File: src/rtl/surf_cin_pkg.sv
// Shared constants and helpers for the SURF CIN framer.
package surf_cin_pkg;

  localparam logic [31:0] TRAIN_VALUE = 32'hA55A6996;
  localparam logic [31:0] IDLE_VALUE  = 32'h0000_0000;

  function automatic int frame_len(input int cmd_width, input int bits_per_clk);
    return cmd_width / bits_per_clk;
  endfunction

endpackage

File: src/rtl/surf_cin_chan.sv
// One CIN channel: pending slot, frame load mux, LSB-first hold shifter.
// Optional per-channel load counter under SURF_CIN_FRAMER_COUNT_EN.
module surf_cin_chan
  import surf_cin_pkg::*;
#(
  parameter int   CMD_WIDTH    = 32,
  parameter int   BITS_PER_CLK = 4,
  parameter logic INV          = 1'b0
) (
  input  logic                    sysclk_i,
  input  logic                    rst_n_i,
  input  logic                    load,
  input  logic                    train,
  input  logic                    wr_en,
  input  logic [CMD_WIDTH-1:0]    wr_data,
  output logic                    pend_valid,
  output logic [BITS_PER_CLK-1:0] slice
`ifdef SURF_CIN_FRAMER_COUNT_EN
  ,
  output logic [15:0]             count
`endif
);

  logic [CMD_WIDTH-1:0] pend_data;
  logic [CMD_WIDTH-1:0] hold;

  // Training parks the queue: a write can still fill an empty slot, nothing drains.
  always_ff @(posedge sysclk_i) begin
    if (!rst_n_i) begin
      pend_valid <= 1'b0;
      pend_data  <= '0;
      hold       <= '0;
    end else if (load) begin
      if (train) begin
        hold <= CMD_WIDTH'(TRAIN_VALUE);
        if (wr_en) begin
          pend_valid <= 1'b1;
          pend_data  <= wr_data;
        end
      end else if (pend_valid) begin
        hold       <= pend_data;
        pend_valid <= wr_en;
        if (wr_en) pend_data <= wr_data;
      end else if (wr_en) begin
        hold <= wr_data;
      end else begin
        hold <= CMD_WIDTH'(IDLE_VALUE);
      end
    end else begin
      hold <= hold >> BITS_PER_CLK;
      if (wr_en) begin
        pend_valid <= 1'b1;
        pend_data  <= wr_data;
      end
    end
  end

  assign slice = hold[BITS_PER_CLK-1:0] ^ {BITS_PER_CLK{INV}};

`ifdef SURF_CIN_FRAMER_COUNT_EN
  always_ff @(posedge sysclk_i) begin
    if (!rst_n_i) begin
      count <= '0;
    end else if (load && !train && (pend_valid || wr_en)) begin
      count <= count + 16'd1;
    end
  end
`endif

endmodule

File: src/rtl/surf_cin_framer.sv
// Multi-channel CIN command framer: shared sync-aligned phase, per-channel and
// broadcast command slots. Optional counters under SURF_CIN_FRAMER_COUNT_EN.
module surf_cin_framer
  import surf_cin_pkg::*;
#(
  parameter int             NCH          = 7,
  parameter int             CMD_WIDTH    = 32,
  parameter int             BITS_PER_CLK = 4,
  parameter logic [NCH-1:0] CIN_INV      = '0
) (
  input  logic                        sysclk_i,
  input  logic                        rst_n_i,
  input  logic                        sync_i,
  input  logic [NCH-1:0]              train_i,
  input  logic [NCH-1:0]              cmd_valid_i,
  input  logic [NCH*CMD_WIDTH-1:0]    cmd_data_i,
  output logic [NCH-1:0]              cmd_ready_o,
  input  logic                        bcast_valid_i,
  input  logic [CMD_WIDTH-1:0]        bcast_data_i,
  output logic                        bcast_ready_o,
  output logic                        frame_start_o,
  output logic [NCH*BITS_PER_CLK-1:0] dout_o
`ifdef SURF_CIN_FRAMER_COUNT_EN
  ,
  output logic [NCH*16-1:0]           cmd_count_o
`endif
);

  localparam int FRAME_LEN = frame_len(CMD_WIDTH, BITS_PER_CLK);
  localparam int PW        = (FRAME_LEN > 1) ? $clog2(FRAME_LEN) : 1;
  localparam logic [PW-1:0] LAST = PW'(FRAME_LEN - 1);

  if (CMD_WIDTH % BITS_PER_CLK != 0) begin : g_width_check
    $error("surf_cin_framer: CMD_WIDTH must be a multiple of BITS_PER_CLK");
  end

  logic [PW-1:0]  phase;
  logic           is_last;
  logic [NCH-1:0] pend_valid;
  logic [NCH-1:0] drain;
  logic [NCH-1:0] slot_free;
  logic [NCH-1:0] wr_en;
  logic           bcast_acc;

  // Sync cycle counts as phase 0, so the counter lands on 1 after it.
  always_ff @(posedge sysclk_i) begin
    if (!rst_n_i) begin
      phase <= '0;
    end else if (sync_i) begin
      phase <= PW'(1);
    end else if (is_last) begin
      phase <= '0;
    end else begin
      phase <= phase + PW'(1);
    end
  end

  assign is_last       = (phase == LAST);
  assign frame_start_o = rst_n_i & (phase == '0);

  assign drain         = {NCH{is_last}} & pend_valid & ~train_i;
  assign slot_free     = ~pend_valid | drain;
  assign bcast_ready_o = rst_n_i & (&slot_free);
  assign cmd_ready_o   = {NCH{rst_n_i & ~bcast_valid_i}} & slot_free;
  assign bcast_acc     = bcast_valid_i & bcast_ready_o;
  assign wr_en         = (cmd_valid_i & cmd_ready_o) | {NCH{bcast_acc}};

  for (genvar c = 0; c < NCH; c++) begin : g_chan
    logic [CMD_WIDTH-1:0] wr_data;

    assign wr_data = bcast_acc ? bcast_data_i : cmd_data_i[c*CMD_WIDTH +: CMD_WIDTH];

    surf_cin_chan #(
      .CMD_WIDTH    (CMD_WIDTH),
      .BITS_PER_CLK (BITS_PER_CLK),
      .INV          (CIN_INV[c])
    ) u_chan (
      .sysclk_i   (sysclk_i),
      .rst_n_i    (rst_n_i),
      .load       (is_last),
      .train      (train_i[c]),
      .wr_en      (wr_en[c]),
      .wr_data    (wr_data),
      .pend_valid (pend_valid[c]),
      .slice      (dout_o[c*BITS_PER_CLK +: BITS_PER_CLK])
`ifdef SURF_CIN_FRAMER_COUNT_EN
      ,
      .count      (cmd_count_o[c*16 +: 16])
`endif
    );
  end

endmodule

File: config.mk
export PLATFORM = sky130hd
export DESIGN_NAME = surf_cin_framer
export DESIGN_NICKNAME = d
export VERILOG_FILES = /design/src/rtl/surf_cin_pkg.sv /design/src/rtl/surf_cin_chan.sv /design/src/rtl/surf_cin_framer.sv
export SDC_FILE = /design/constraint.sdc
export NUM_CORES = 1
export LEC_CHECK = 0
export ABC_AREA = 1
export CAP_MARGIN = 5
export CORE_MARGIN = 2
export CORE_UTILIZATION = 50
export CTS_CLUSTER_DIAMETER = 40
export DETAILED_ROUTE_END_ITERATION = 10
export PLACE_DENSITY = 0.74
export SYNTH_ARGS = -nofsm -noshare
export SYNTH_HDL_FRONTEND = slang
export SYNTH_HIERARCHICAL = 1
export SYNTH_SLANG_ARGS = --single-unit
export TNS_END_PERCENT = 100
File: constraint.sdc
create_clock -name sysclk_i -period 3.14 [get_ports sysclk_i]
set_input_delay 0.628 -clock sysclk_i [delete_from_list [all_inputs] [get_ports sysclk_i]]
set_output_delay 0.628 -clock sysclk_i [all_outputs]
set_load 0.03 [all_outputs]
==> impl_metrics.py, run 1 <==
metrics = {
    "synthesis": {
        "synth_async_sr_flop_share": 0,
        "yosys.area.top_type": "dfxtp_1",
        "ys.flop_type": "dfxtp_1",
        "yosys.area_share.simple": 0.368,
        "synth.area.top_cells": "dfxtp_1 42%, nand2_1 21%, nor2_1 8.0%",
        "netlist_area_um2": 22000,
        "ys_types": 23,
        "yosys.area.top_type_share": 0.417,
        "synth_edf_count": 0,
        "syn-num-nets": 3739,
        "avgSynthCellArea_um2": 6.35,
        "yosys_warnings": 6,
        "postSynthCellCount": 3462,
        "ys_ff_latch": 458,
        "synthAdderAreaFrac": 0.00171,
        "ys_seq_area_frac": 0.417,
        "muxShareOfSynthArea": 0,
        "synth_top_family_by_area": "simple AND/OR/NAND/NOR gates",
        "synthXorXnorAreaFrac": 0,
        "synth-compound-area-share": 0.108,
    },
    "critical_path": {
        "crit_path_cell_trace": "ha_1, ha_4, inv_2, o21ai_2, nand2_1, nor2_4, buf_6, and2_1, buf_4",
        "cp_slowest_cell": "dfxtp_1",
        "critical_path.max_stage_delay_ps": 330,
        "end_kind": "output pin",
        "worst_ep_arrival_time_ps": 2450,
        "start_kind": "flop",
        "crit_family": "simple AND/OR/NAND/NOR gates",
        "crit_type": "reg -> out",
        "cp.buffers_inverters": 3,
        "crit_required_ps": 2510,
        "worstPathMaxFanout": 7,
    },
    "route": {
        "drt_iter0_drc": 2429,
        "wl_per_cell_um": 17.7,
        "firstDrtPassIters": 6,
        "num_vias": 23400,
        "routed_wl_um": 77900,
        "vias_per_cell": 5.30,
        "route.detailed.drc": 0,
        "ant_nets": 0,
    },
    "clock_network": {
        "cts_tree": "done",
        "cts_max_path_buffers": 3,
        "cts.sinks": 458,
        "h-tree-depth": 3,
        "clk_pin_slew_ps": 60,
        "ctsHoldBuffers": 0,
        "worstSkewPairLatency_ps": 590,
        "clockRootBuffer": "clkbuf_16",
        "cts_buffers": 69,
    },
    "sta": {
        "fin_skew_ps": 16.5,
        "finalCritPeriodShare": 0.980,
        "relSlewSlack": 0.496,
        "whs_ps": 356,
        "fin_crit_ps": 3080,
        "timing_hold_violations_final": 0,
        "drv_slew": 0,
        "grt_setup_unrepaired": "no",
        "setup_viol": 0,
        "fmax_mhz": 325,
        "tightest_slew_ps": 756,
    },
    "global_route": {
        "grt-ovfl-total": 0,
        "antenna_found_initial": 2,
        "grt_use_total": 0.336,
        "grt_max_degree": 170,
        "grt_pass1_wl_um": 118000,
        "grt_pass1_vias": 21400,
    },
    "cells_and_area": {
        "area_growth_pct": 29.2,
        "final_layout_size_suffix_gt1_frac": 0.0895,
        "fill_cells": 3873,
        "nets": 4047,
        "regArea_um2": 9170,
        "multi_input_area_um2": 10500,
        "final_cell_area_um2": 28400,
    },
    "power_and_ir_drop": {
        "p_int_uw": 12500,
        "ir_drop_mv": 0.380,
        "pwr-share-comb": 0.188,
        "power_switching_share": 0.292,
        "switchingPower_uw": 5170,
        "p_per_area_nw_per_um2": 624,
        "power_frac_seq": 0.363,
        "clockPowerShare": 0.449,
        "power_leakage_uw": 0.0140,
    },
    "placed_design": {
        "io_buffers": 310,
        "placed_area_um2": 25900,
        "dpl.hpwl_um": 51300,
        "gp_congestion": 0.941,
    },
    "floorplan": {
        "core_area_um2": 43300,
        "row_count": 76,
        "io_pins": 311,
        "die_h_um": 214,
        "die_width_um": 214,
        "start_util": 0.508,
        "dieArea_um2": 45600,
    },
    "worst_hold_path": {
        "min_path_type": "in -> reg",
    },
    "run": {
        "cap_violations": 0,
    },
    "status": {
        "status": "finished, final reports clean",
    },
}
cell usage after synthesis (21+ instances only):
cell type	number
a21oi_1	257
buf_1	23
buf_2	97
buf_4	30
clkbuf_1	62
dfxtp_1	458
inv_1	266
nand2_1	1241
nand2_2	21
nand3_1	239
nand4_1	32
nor2_1	469
o21ai_0	182
o21ai_1	21
through the flow:
step | setup TNS [ps] | util | instances | worst slack, ps | total power, µW
global placement | -3690 | 0.599 | 4279 | -59.2 | 9730
CTS | 0 | 0.656 | 4406 | 42.1 | 17700
floorplan | 0 | - | 3462 | 655 | 8520
global route | 0 | 0.656 | 4408 | 4.45 | 18400
detailed placement | -11750 | 0.599 | 4279 | -133 | 9770
finish | 0 | 0.656 | 4408 | 62.8 | 17700
layer usage:
layer,vias up,GRT usage,part of all wire
li1,11400,-,-
met1,10600,0.437,0.40
met2,1124,0.514,0.44
met3,193,0.0728,0.10
met4,2,0.197,0.057
met5,-,0,0.00018
placed cells by master (no fill, tap or decap), drive strengths merged:
cell type / instances
a21boi: 7
a21oi: 257
and2: 1
buf: 168
bufinv: 9
clkbuf: 83
clkdlybuf4s50: 300
clkinv: 13
clkinvlp: 5
dfxtp: 458
diode: 1
ha: 3
inv: 294
nand2: 1262
nand3: 247
nand4: 32
nor2: 478
o21ai: 205
worst paths after layout:
| kind | start | endpoint | slack [ps] | cells past startpoint |
|---|---|---|---|---|
| worst max-delay path | phase[1]$_SDFF_PP0_ | bcast_ready_o | 60 | 9 |
| worst min-delay path | rst_n_i | phase[0]$_SDFF_PN0_ | 360 | 3 |
| worst max register to register | phase[1]$_SDFF_PP0_ | g_chan[4].u_chan/pend_data[13]$_SDFFE_PN0P_ | 90 | 13 |
| worst min register to register | g_chan[4].u_chan/hold[16]$_SDFF_PN0_ | g_chan[4].u_chan/hold[12]$_SDFF_PN0_ | 410 | 2 |
power groups by stage:
| stage | registers (µW) | clock network, µW | logic, µW |
|---|---|---|---|
| floorplan | 6500 | 0 | 2030 |
| global placement | 6520 | 0 | 3200 |
| detailed placement | 6540 | 0 | 3230 |
| CTS | 6420 | 8010 | 3260 |
| global route | 6460 | 8280 | 3680 |
| finish | 6430 | 7960 | 3330 |
worst min-delay path: stages:
cell	delay (ps)
buf_8	130
inv_1	80
a21oi_1	40
repair_timing:
item	CTS	global route
pin swaps	0	1
resized for setup	0	4
setup buffers	4	1
gates cloned	0	0
endpoints found under the setup margin	45	4
endpoints found under the hold margin	0	0
final cells by class:
| type | instances | share of cell area |
|---|---|---|
| well taps | 585 | 0.0258 |
| flip-flops and latches | 458 | 0.323 |
| clock buffers | 83 | 0.0663 |
| diodes | 1 | 0.0000882 |
| clock inverters | 40 | 0.0179 |
| multi-input cells | 2492 | 0.371 |
| repair buffers | 468 | 0.159 |
| inverters | 281 | 0.0372 |
kinds of logic (layout without fill, tap and decap cells):
logic type,after synthesis,after routing
AND/OR/NAND/NOR,2020,2020
buffers and inverters,512,872
AO/OA/AOI/OAI,469,469
flip-flops,458,458
adder cells (fa/ha/maj),3,3
other,0,1
sequential cells by signal, summed over array words and instances, names as in the netlist:
name and count:
g_chan.u_chan/hold 224, phase 3, g_chan.u_chan/pend_valid 7, g_chan.u_chan/pend_data 224
Note: power is estimated with default switching activity, not from simulation.
==> inputs of run 2 (changes only) <==
SLEW_MARGIN = 10   (was not set)
==> results of run 2 <==
Final layout, timing and power as in run 1 (identical DEF).
